**config.mk**
```make
export PLATFORM = sky130hd
export DESIGN_NAME = apb_controller
export DESIGN_NICKNAME = d
export VERILOG_FILES = /design/src/rtl/apb_controller.sv
export SDC_FILE = /design/constraint.sdc
export NUM_CORES = 1
export LEC_CHECK = 0
export CAP_MARGIN = 5
export CORE_MARGIN = 1
export CORE_UTILIZATION = 43
export CTS_CLUSTER_DIAMETER = 80
export CTS_CLUSTER_SIZE = 12
export DETAILED_ROUTE_END_ITERATION = 7
export GPL_TIMING_DRIVEN = 1
export PLACE_DENSITY = 0.93
export SLEW_MARGIN = 10
export SYNTH_ARGS = -nofsm -noshare
export SYNTH_HDL_FRONTEND = slang
export SYNTH_SLANG_ARGS = --single-unit
```
**constraint.sdc**
```tcl
create_clock -name HCLK -period 3.9 [get_ports HCLK]
set_input_delay 0.78 -clock HCLK [delete_from_list [all_inputs] [get_ports HCLK]]
set_output_delay 0.78 -clock HCLK [all_outputs]
set_load 0.02 [all_outputs]
```
**src/rtl/apb_controller.sv**
```systemverilog
// apb_controller: runs one APB SETUP/ACCESS transfer for each request from ahb_slave.
// Latency: with zero APB wait states, a write holds HREADYOUT low for 3 cycles and a read for 2.
// Backpressure: HREADYOUT stays low until the transfer completes or times out. VALID is ignored while HREADYOUT is low.
//
// Ports:
//   HCLK, HRESET             clock and synchronous active-high reset
//   VALID, HADDR_TEMP,       transfer request from ahb_slave. HWDATA_TEMP
//   HWRITE_TEMP, HWDATA_TEMP is valid in the cycle after the request is accepted.
//   HREADYOUT, HRESP, HRDATA AHB-side completion handshake, error flag and read data
//   PSEL, PENABLE, PWRITE,   APB master outputs (PSEL is one-hot)
//   PADDR, PWDATA
//   PRDATA, PREADY, PSLVERR  APB slave response
module apb_controller #(
  parameter int ADDR_W   = 32,
  parameter int DATA_W   = 32,
  parameter int NSLV     = 4,
  parameter int SEL_LSB  = 12,
  parameter int WAIT_MAX = 16
) (
  input  logic              HCLK,
  input  logic              HRESET,
  input  logic              VALID,
  input  logic [ADDR_W-1:0] HADDR_TEMP,
  input  logic              HWRITE_TEMP,
  input  logic [DATA_W-1:0] HWDATA_TEMP,
  input  logic [DATA_W-1:0] PRDATA,
  input  logic              PREADY,
  input  logic              PSLVERR,
  output logic              HREADYOUT,
  output logic              HRESP,
  output logic [DATA_W-1:0] HRDATA,
  output logic [NSLV-1:0]   PSEL,
  output logic              PENABLE,
  output logic              PWRITE,
  output logic [ADDR_W-1:0] PADDR,
  output logic [DATA_W-1:0] PWDATA
);

  localparam int SEL_W = $clog2(NSLV);
  localparam int CNT_W = (WAIT_MAX > 1) ? $clog2(WAIT_MAX) : 1;
  localparam logic [CNT_W-1:0] CNT_LAST = CNT_W'(WAIT_MAX - 1);

  typedef enum logic [1:0] {IDLE, WDATA, SETUP, ACCESS} state_t;

  state_t           state;
  logic [CNT_W-1:0] wait_cnt;
  logic [SEL_W-1:0] sel_idx;
  logic [NSLV-1:0]  sel_onehot;

  // PSEL is registered on entry to SETUP. A read enters SETUP straight from IDLE,
  // before PADDR holds the new address, so the slave field is taken from the request.
  // A write enters SETUP from WDATA, where PADDR is already latched.
  assign sel_idx    = (state == IDLE) ? HADDR_TEMP[SEL_LSB +: SEL_W] : PADDR[SEL_LSB +: SEL_W];
  assign sel_onehot = {{(NSLV-1){1'b0}}, 1'b1} << sel_idx;

  always_ff @(posedge HCLK) begin
    if (HRESET) begin
      state     <= IDLE;
      wait_cnt  <= '0;
      HREADYOUT <= 1'b1;
      HRESP     <= 1'b0;
      HRDATA    <= '0;
      PSEL      <= '0;
      PENABLE   <= 1'b0;
      PWRITE    <= 1'b0;
      PADDR     <= '0;
      PWDATA    <= '0;
    end else begin
      unique case (state)
        IDLE: begin
          if (VALID) begin
            PADDR     <= HADDR_TEMP;
            PWRITE    <= HWRITE_TEMP;
            HRESP     <= 1'b0;
            HREADYOUT <= 1'b0;
            if (HWRITE_TEMP) begin
              state <= WDATA;
            end else begin
              PSEL  <= sel_onehot;
              state <= SETUP;
            end
          end
        end
        WDATA: begin
          // AHB data phase: write data arrives one cycle after the address
          PWDATA <= HWDATA_TEMP;
          PSEL   <= sel_onehot;
          state  <= SETUP;
        end
        SETUP: begin
          PENABLE  <= 1'b1;
          wait_cnt <= '0;
          state    <= ACCESS;
        end
        ACCESS: begin
          // A PREADY in the timeout cycle still counts as a normal completion
          if (PREADY) begin
            if (!PWRITE) begin
              HRDATA <= PRDATA;
            end
            HRESP     <= PSLVERR;
            PSEL      <= '0;
            PENABLE   <= 1'b0;
            HREADYOUT <= 1'b1;
            state     <= IDLE;
          end else if (wait_cnt == CNT_LAST) begin
            HRESP     <= 1'b1;
            PSEL      <= '0;
            PENABLE   <= 1'b0;
            HREADYOUT <= 1'b1;
            state     <= IDLE;
          end else begin
            wait_cnt <= wait_cnt + 1'b1;
          end
        end
        default: state <= IDLE;
      endcase
    end
  end

endmodule

```
==> flow_summary.toml, run 1 <==
[clock_network]
clkLatencyLatePin_ns = 0.35
cts.sinks = 110
postCtsHoldBufs = 0
cts_buffers = 9
h_tree_level_count = 3
count_of_instances_resized_after_the_clock_tree_is_built = 0
cts_tree = "yes"
cts.clk_slew.worst_paths_ns = 0.11
clock_path_buffers = 2
cts.root.buffer_cell = "sky130_fd_sc_hd__clkbuf_8"
cts_post_setup_buffers_inserted = 0

[placed_design]
dpl_hpwl_mm = 8.64
dpl_worst_slack_ns = 1.08
gp_routability_congestion = 0.820
postPlaceCellArea_um2 = 6270
placement.io_buffers = 205
dp.cells = 786

[setup_path]
critical_path.max_fanout = 32
worstPathRequired_ns = 4.10
crit_chain = "ha_1, nand3b_1, nand2_1, a21oi_1"
regToRegStartpoint = "state[0]$_SDFFE_PP0P_"
critical_path.startpoint_type = "register"
timing.setup.critical_path_class = "register to register"
r2r-end = "HRDATA[30]$_SDFFE_PP0P_"
crit_path_max_incr_delay_ns = 0.97
worst-r2r-cell-count = 4
reg_to_reg_slack_setup_ns = 1.38
cpMaxStageDelayCell = "sky130_fd_sc_hd__nand3b_1"
worstPathArrival_ns = 2.71
timing.critical_path.to_type = "register"

[cells_and_area]
post_route_cells_drive_above_1_share_pct = 4.01
fin_cells = 802
multi_input_area_um2 = 1840
regArea_um2 = 2200
fin_area_um2 = 6460
area_growth_from_synthesis_to_layout_pct = 53.8
antenna-diode-count = 0
num-fill-cells = 717
design.final.nets = 775

[global_route]
overflow_left_after_global_routing = 0
grt_max_degree = 116
grt.total_usage_pct = 22.4
global_route_wire_length_before_repair_mm = 18.2
grt_antenna_before_repair = 0
number_of_global_route_vias_before_repair = 3947

[floorplanning]
die_h_um = 101
core_area_um2 = 9330
boundaryPins = 206
initial_standard_cell_utilization_of_the_core_pct = 45.0
fp.dieArea_um2 = 10200
die_width_um = 101
rows = 35

[power]
power_frac_comb_pct = 34.5
power.share.switching_pct = 33.2
power.ir.vdd_worst_mv = 0.264
fin_total_pwr_uw = 3010
clock_power_share_pct = 21.4
p_leak_uw = 0.00228
cellPowerDensity_nw_per_um2 = 467
portion_of_total_power_attributed_to_sequential_cells_pct = 44.2
power.internal_uw = 2010
total_switching_power_uw = 1000

[timing]
setup-tns-final_ns = 0
rsz0062_at_grt = "no"
finalHoldViolations = 0
fmax_mhz = 397
finalCriticalPeriod_ns = 2.52
finalSetupViolCount = 0
final_setup_skew_ns = 0.0178
max-slew-margin-rel_pct = 18.7
period_share_pct = 64.5
setup_slack_ns = 1.38
transition_at_the_pin_with_the_smallest_max_transition_slack_ns = 1.22
timing.final.max_slew_violations = 0

[synthesis]
synth.most_common_cell = "sky130_fd_sc_hd__nand2_1"
syn_avg_cell_area_um2 = 8.69
synth_flop_cell = "sky130_fd_sc_hd__dfxtp_1"
portion_of_the_post_synthesis_area_used_by_sequential_elements_pct = 52.5
mappedNetlistArea_um2 = 4200
syn-num-nets = 590
yosys-top-cells-count = "sky130_fd_sc_hd__nand2_1, sky130_fd_sc_hd__dfxtp_1, sky130_fd_sc_hd__a21oi_1, sky130_fd_sc_hd__mux2i_1, sky130_fd_sc_hd__nor2_1"
post-synth-top-area-fraction_pct = 52.5
synth_area_leaders = "sky130_fd_sc_hd__dfxtp_1, sky130_fd_sc_hd__nand2_1, sky130_fd_sc_hd__mux2i_1"
async_reset_ff_share_pct = 0
synth.distinct_cells = 37
synth_seq_cells = 110
syn-instance-count = 483
synth_enable_flop_cells = 0
netlist.top_cell.by_area = "sky130_fd_sc_hd__dfxtp_1"
synthesis.yosys.warnings = 0

[routing]
detail-route-antenna-nets = 0
number_of_vias_per_cell = 4.98
drt-wirelength-per-cell_um = 14.7
first_pass_iters = 4
via_count = 3990
count_of_routing_violations_after_the_opening_detailed_route_iteration = 138
finalWirelength_mm = 11.8
drc = 0

[run_status]
status = "finished, final reports clean"

[worst_hold_path]
worst_hold_startpoint = "HRDATA[12]$_SDFFE_PP0P_"
hold_path_depth = 2
holdPathEnd = "HRDATA[12]$_SDFFE_PP0P_"
worst_hold_path_type = "register to register"

[run]
drv_cap = 0
## how the worst max path moves through the flow
stage                                startpoint                  endpoint  slack (ns)
final                     state[0]$_SDFFE_PP0P_   HRDATA[30]$_SDFFE_PP0P_        1.38
after CTS                 state[0]$_SDFFE_PP0P_   HRDATA[30]$_SDFFE_PP0P_        1.41
after floorplan                          PREADY  wait_cnt[0]$_SDFFE_PP0P_        2.27
after detailed placement                 PREADY   HRDATA[30]$_SDFFE_PP0P_        1.08
after global placement                   PREADY   HRDATA[20]$_SDFFE_PP0P_        1.22
after global routing      state[0]$_SDFFE_PP0P_   HRDATA[30]$_SDFFE_PP0P_        1.14
## flip-flops by register name, summed over array words and instances, names as in the netlist
register	flops
state	2
PWDATA	32
HRDATA	32
HREADYOUT	1
PENABLE	1
PADDR	32
wait_cnt	4
PSEL	4
HRESP	1
PWRITE	1
## cell type report
type | count | area share, %
timing repair buffer | 207 | 32.0
tap | 129 | 2.50
inverter | 2 | 0.116
clock inverter | 5 | 0.678
clock buffer | 11 | 2.19
multi-input combinational | 338 | 28.4
sequential | 110 | 34.1
## cell families after synthesis
kind of cell	share of synthesized area, %
multiplexers	9.87
adder cells (fa/ha/maj)	1.49
AND/OR/NAND/NOR	21.0
flip-flops	52.5
AO/OA/AOI/OAI	11.4
buffers and inverters	3.84
## layer usage
layer  vias to the layer above  global-route usage [%]  wire (um)
li1                       1963                       -          -
met1                      1847                    24.7       4710
met2                       163                    42.0       6010
met3                        17                    5.96        890
met4                         0                    6.58        174
met5                         -                       0          0
## cells in the final DEF, fill, tap and decap left out, drive strengths merged, types with 2 or more instances in the layout
master	count
mux2i	38
a21oi	67
nand3	10
o21ai	4
dfxtp	110
inv	3
nand2	135
nor2	36
buf	3
clkbuf	11
a31oi	2
ha	5
clkinv	2
nor3	2
clkinvlp	2
nor2b	8
mux2	3
clkdlybuf4s50	204
a211oi	5
or4b	2
nand2b	8
## through the flow
stage | hold WS [ns] | utilization, %
CTS | 0.459 | 69.2
finish | 0.458 | 69.2
floorplan | 0.477 | -
global route | 0.479 | 69.2
global placement | 0.440 | 67.2
detailed placement | 0.446 | 67.2
## critical path: cells and delay by family (launching register included)
kind            cells  cell delay (ns)
fa+ha+maj           1             0.56
flops               1             0.38
simple gates        2             1.32
compound gates      1             0.09
## power by group through the flow
stage               clock network, uW  registers, uW  logic (uW)
CTS                               661           1330        1050
detailed placement                  0           1360        1040
global placement                    0           1350        1010
finish                            645           1330        1040
floorplan                           0           1500         453
global route                      706           1350        1120
Note: power is estimated with default switching activity, not from simulation.
==> run 2, diff against run 1 <==
--- a/config.mk
+++ b/config.mk
@@ -7,12 +7,12 @@
 export LEC_CHECK = 0
 export CAP_MARGIN = 5
 export CORE_MARGIN = 1
-export CORE_UTILIZATION = 43
+export CORE_UTILIZATION = 36
 export CTS_CLUSTER_DIAMETER = 80
 export CTS_CLUSTER_SIZE = 12
 export DETAILED_ROUTE_END_ITERATION = 7
 export GPL_TIMING_DRIVEN = 1
-export PLACE_DENSITY = 0.93
+export PLACE_DENSITY = 0.84
 export SLEW_MARGIN = 10
 export SYNTH_ARGS = -nofsm -noshare
 export SYNTH_HDL_FRONTEND = slang
==> constraint.sdc (replaced) <==
create_clock -name HCLK -period 2.3 [get_ports HCLK]
set_input_delay 0.46 -clock HCLK [delete_from_list [all_inputs] [get_ports HCLK]]
set_output_delay 0.46 -clock HCLK [all_outputs]
set_load 0.02 [all_outputs]
==> run 2 against run 1 <==
  * Worst hold slack lost 0.0052 ns
  * Global-route usage shrank 3.2 points
  * Clock skew shrank 0.0093 ns
  * Setup slack lost 1.0 ns
  * First-iteration DRC count grew 41%
  * Sequential power grew 70%
  * Register-to-register slack lost 1.0 ns
  * Critical path type unchanged
==> flow_summary.toml, run 2 (same netlist as run 1, synthesis figures left out) <==
[floorplanning]
core_area_um2 = 11400
die_h_um = 110
rows = 39
die_width_um = 110
fp.dieArea_um2 = 12100
initial_standard_cell_utilization_of_the_core_pct = 36.9
boundaryPins = 206

[power]
p_leak_uw = 0.00236
cellPowerDensity_nw_per_um2 = 828
power.ir.vdd_worst_mv = 0.466

[clock_network]
cts_post_setup_buffers_inserted = 0
clkLatencyLatePin_ns = 0.35
postCtsHoldBufs = 0
cts_tree = "yes"
count_of_instances_resized_after_the_clock_tree_is_built = 0
cts_buffers = 9
cts.clk_slew.worst_paths_ns = 0.07
cts.sinks = 110
cts.root.buffer_cell = "sky130_fd_sc_hd__clkbuf_16"
h_tree_level_count = 3
clock_path_buffers = 2

[routing]
finalWirelength_mm = 11.9
number_of_vias_per_cell = 4.85
drc = 0
first_pass_iters = 4
detail-route-antenna-nets = 0
drt-wirelength-per-cell_um = 14.5
count_of_routing_violations_after_the_opening_detailed_route_iteration = 195
via_count = 3988

[timing]
finalCriticalPeriod_ns = 1.94
fmax_mhz = 516
period_share_pct = 84.3
finalSetupViolCount = 0
rsz0062_at_grt = "no"
max-slew-margin-rel_pct = 59.8
timing.final.max_slew_violations = 0
transition_at_the_pin_with_the_smallest_max_transition_slack_ns = 0.602
finalHoldViolations = 0
final_setup_skew_ns = 0.00849
setup-tns-final_ns = 0
final.hold.worst_slack_ns = 0.453

[global_route]
overflow_left_after_global_routing = 0
grt_antenna_before_repair = 0
grt.total_usage_pct = 19.2
global_route_wire_length_before_repair_mm = 18.0
number_of_global_route_vias_before_repair = 3916
grt_max_degree = 43

[setup_path]
worstPathArrival_ns = 2.15
critical_path.startpoint_type = "register"
worstPathRequired_ns = 2.51
regToRegStartpoint = "state[0]$_SDFFE_PP0P_"
timing.critical_path.to_type = "register"
worstSetupStartpoint = "state[0]$_SDFFE_PP0P_"
timing.setup.critical_path_class = "register to register"
critical_path.max_fanout = 17

[run_status]
status = "finished, final reports clean"

[worst_hold_path]
worst_hold_path_type = "register to register"
worst_hold_startpoint = "PADDR[16]$_SDFFE_PP0P_"

[cells_and_area]
final_cell_mix = "sky130_fd_sc_hd__clkdlybuf4s50_1, sky130_fd_sc_hd__nand2_1, sky130_fd_sc_hd__dfxtp_1, sky130_fd_sc_hd__a21oi_1, sky130_fd_sc_hd__mux2i_1"
largestRegisters = "HRDATA x32, PADDR x32, PWDATA x32"
design.final.nets = 782
antenna-diode-count = 0
area_growth_from_synthesis_to_layout_pct = 57.5
layout.cells.most_common = "sky130_fd_sc_hd__clkdlybuf4s50_1"
post_route_cells_drive_above_1_share_pct = 4.85

[run]
drv_cap = 0

[placed_design]
gp_routability_congestion = 0.830
placement.io_buffers = 205
dpl_hpwl_mm = 8.72
## run 2: cell count changes in the layout (fill, tap and decap cells not counted)
cell	change
sky130_fd_sc_hd__clkinv_4	-1
sky130_fd_sc_hd__clkbuf_8	-10
sky130_fd_sc_hd__clkinvlp_4	-1
sky130_fd_sc_hd__inv_6	+1
sky130_fd_sc_hd__clkinv_2	+2
sky130_fd_sc_hd__clkbuf_16	+9
sky130_fd_sc_hd__clkbuf_1	+1
sky130_fd_sc_hd__inv_8	-1
sky130_fd_sc_hd__buf_4	+7
## run 2: final cells by class
| type | count | area, um2 |
|---|---|---|
| Fill cell | 1000 | 4760 |
| Clock buffer | 11 | 233 |
| Multi-Input combinational cell | 338 | 1840 |
| Sequential cell | 110 | 2200 |
| Tap cell | 143 | 179 |
| Clock inverter | 5 | 35.0 |
| Timing Repair Buffer | 214 | 2120 |
| Inverter | 2 | 7.51 |
## run 2: metrics by stage
step                      utilization (%)  cells  worst slack (ns)  power (uW)  instance area, um2
after CTS                            58.1    823             0.352        5520                6610
after global placement               55.8    807             0.360        4030                6340
final                                58.1    823             0.362        5470                6610
after detailed placement             55.8    807             0.294        4090                6340
after global routing                 58.1    823             0.196        5750                6610
after floorplan                         -    483             0.806        3310                4200
## run 2: worst paths after layout
| path | slack (ns) | endpoint | cells past startpoint |
|---|---|---|---|
| worst max-delay path | 0.36 | PADDR[18]$_SDFFE_PP0P_ | 6 |
| worst min-delay path | 0.45 | PADDR[16]$_SDFFE_PP0P_ | 2 |
| worst max register to register | 0.36 | PADDR[18]$_SDFFE_PP0P_ | 6 |
| worst min register to register | 0.45 | PADDR[16]$_SDFFE_PP0P_ | 2 |
## run 2: per-layer routing
metal  track usage [%]  up-vias  part of all wire [%]
met3              5.70       21                   9.0
li1                  -     1978                     -
met5                 0        -                     0
met4              9.14        0                   2.3
met2              33.8      137                    50
met1              21.0     1852                    39
## run 2: power by group
group | switching [uW] | internal [uW]
clock network | 691 | 738
registers | 126 | 2130
logic | 927 | 859
## run 2: critical path, cell delays in order (launching register included)
cell and delay [ns]:
sky130_fd_sc_hd__dfxtp_1 0.33, sky130_fd_sc_hd__inv_1 0.11, sky130_fd_sc_hd__ha_1 0.56, sky130_fd_sc_hd__nand2_1 0.35
sky130_fd_sc_hd__buf_4 0.30, sky130_fd_sc_hd__nand2_1 0.09, sky130_fd_sc_hd__a21oi_1 0.07
==> run 3, diff against run 2 <==
==> constraint.sdc (replaced) <==
create_clock -name HCLK -period 1.66 [get_ports HCLK]
set_input_delay 0.332 -clock HCLK [delete_from_list [all_inputs] [get_ports HCLK]]
set_output_delay 0.332 -clock HCLK [all_outputs]
set_load 0.02 [all_outputs]
==> run 3 against run 2 <==
  * Sequential share of layout area is 1.3 points lower
  * Global-route usage shrank 0.60 points
  * Via count up 0.50%
  * Highest routed layer unchanged
  * First-iteration DRC count decreased by 5.6%
  * Flip-flop and latch count unchanged
  * Critical path type is now register to output pin
  * Worst hold slack got worse by 0.20 ns
  * Register-to-register slack worse by 0.30 ns
==> flow_summary.toml, run 3 (same netlist as run 1, synthesis figures left out) <==
[floorplanning]
core_area_um2 = 11400
die_width_um = 110
rows = 39
fp.dieArea_um2 = 12100
initial_standard_cell_utilization_of_the_core_pct = 36.9
die_h_um = 110
boundaryPins = 206

[cells_and_area]
design.final.nets = 792
fin_cells = 831
num-fill-cells = 939
post_route_cells_drive_above_1_share_pct = 6.40
fin_area_um2 = 6890
layout.cells.most_common = "sky130_fd_sc_hd__nand2_1"
regArea_um2 = 2200
final_cell_mix = "sky130_fd_sc_hd__nand2_1, sky130_fd_sc_hd__clkdlybuf4s50_1, sky130_fd_sc_hd__dfxtp_1, sky130_fd_sc_hd__a21oi_1, sky130_fd_sc_hd__dlymetal6s2s_1"
multi_input_area_um2 = 1850
largestRegisters = "HRDATA x32, PADDR x32, PWDATA x32"
area_growth_from_synthesis_to_layout_pct = 64.0
antenna-diode-count = 0

[routing]
count_of_routing_violations_after_the_opening_detailed_route_iteration = 184
via_count = 4008
number_of_vias_per_cell = 4.82
finalWirelength_mm = 11.8
detail-route-antenna-nets = 0
first_pass_iters = 4
drc = 0
drt-wirelength-per-cell_um = 14.3

[setup_path]
worst-r2r-cell-count = 4
critical_path.max_fanout = 2
timing.setup.critical_path_class = "register to output pin"
timing.critical_path.to_type = "output pin"
worstSetupStartpoint = "PADDR[17]$_SDFFE_PP0P_"
r2r-end = "PSEL[1]$_SDFFE_PP0P_"
cpMaxStageDelayCell = "sky130_fd_sc_hd__clkdlybuf4s50_1"
crit_chain = "clkdlybuf4s50_1"
critical_path.startpoint_type = "register"
cp_num_buf_inv = 1
worstPathRequired_ns = 1.33
reg_to_reg_slack_setup_ns = 0.06
instance_count_on_the_critical_path = 1
critPathTopFamily = "buffers and inverters"
worstPathArrival_ns = 1.32
crit_path_max_incr_delay_ns = 0.61
regToRegStartpoint = "state[0]$_SDFFE_PP0P_"
critPathCapture = "PADDR[17]"

[timing]
period_share_pct = 99.5
finalSetupViolCount = 0
finalHoldViolations = 0
finalCriticalPeriod_ns = 1.65
final_setup_skew_ns = 0.00826
max-slew-margin-rel_pct = 70.2
transition_at_the_pin_with_the_smallest_max_transition_slack_ns = 0.435
fmax_mhz = 605
rsz0062_at_grt = "yes"
timing.final.max_slew_violations = 0

[clock_network]
cts.root.buffer_cell = "sky130_fd_sc_hd__clkbuf_16"
cts.clk_slew.worst_paths_ns = 0.07
h_tree_level_count = 3
clock_path_buffers = 2
cts.sinks = 110
cts_buffers = 9
clkLatencyLatePin_ns = 0.35
cts_tree = "yes"
postCtsHoldBufs = 0

[global_route]
grt_max_degree = 68
grt.total_usage_pct = 18.6
number_of_global_route_vias_before_repair = 3822
overflow_left_after_global_routing = 0
grt_antenna_before_repair = 0
global_route_wire_length_before_repair_mm = 17.5

[run]
drv_cap = 0

[placed_design]
dpl_hpwl_mm = 8.54
placement.io_buffers = 205
dp.cells = 817
gp_routability_congestion = 0.823
postPlaceCellArea_um2 = 6480

[power]
p_leak_uw = 0.00349
cellPowerDensity_nw_per_um2 = 1110
power.ir.vdd_worst_mv = 0.857

[worst_hold_path]
worst_hold_path_type = "input pin to register"

[run_status]
status = "finished, final reports clean"
==> run 3: cell type report <==
type	instances	area share (%)
multi-input cells	338	26.9
repair buffers	224	34.5
inverters	2	0.109
flip-flops and latches	110	32.0
clock buffers	11	3.53
clock inverters	3	0.327
well taps	143	2.60
==> run 3: per-stage QoR <==
stage / utilization (%) / total power [uW] / TNS, ns / hold WS, ns / setup slack (ns)
2_1_floorplan: - / 4590 / 0 / 0.468 / 0.166
3_3_place_gp: 57.0 / 5710 / -1.30 / 0.442 / -0.0866
3_5_place_dp: 57.0 / 5780 / -3.67 / 0.447 / -0.159
4_1_cts: 59.2 / 7720 / 0 / 0.233 / 0.00121
5_1_grt: 60.6 / 8050 / -0.0668 / 0.242 / -0.0329
6_report: 60.6 / 7660 / 0 / 0.252 / 0.00820
==> run 3: worst min path at each step <==
stage / from / endpoint / slack (ns) / cells past startpoint
after global routing: HRESET / state[0]$_SDFFE_PP0P_ / 0.24 / 2
after CTS: HRESET / state[0]$_SDFFE_PP0P_ / 0.23 / 2
after floorplan: HADDR_TEMP[0] / PADDR[0]$_SDFFE_PP0P_ / 0.47 / 2
final: HRESET / state[0]$_SDFFE_PP0P_ / 0.25 / 2
after detailed placement: PADDR[29]$_SDFFE_PP0P_ / PADDR[29]$_SDFFE_PP0P_ / 0.45 / 2
after global placement: PADDR[5]$_SDFFE_PP0P_ / PADDR[5]$_SDFFE_PP0P_ / 0.44 / 2
==> run 3: where the power goes <==
part | internal (uW) | switching (uW)
logic | 1240 | 1320
clock network | 1050 | 938
registers | 2950 | 167
==> run 3: repair_timing <==
item,in CTS,in global routing
setup endpoints to repair,16,63
setup buffers,0,0
resized for setup,15,60
pin swaps,1,0
==> run 3: per-layer routing <==
layer	wire, um	vias to the layer above	GRT usage (%)
met1	4650	1854	21.3
met2	5930	144	31.9
met3	1060	15	5.82
met4	208	0	7.90
li1	-	1995	-
met5	0	-	0
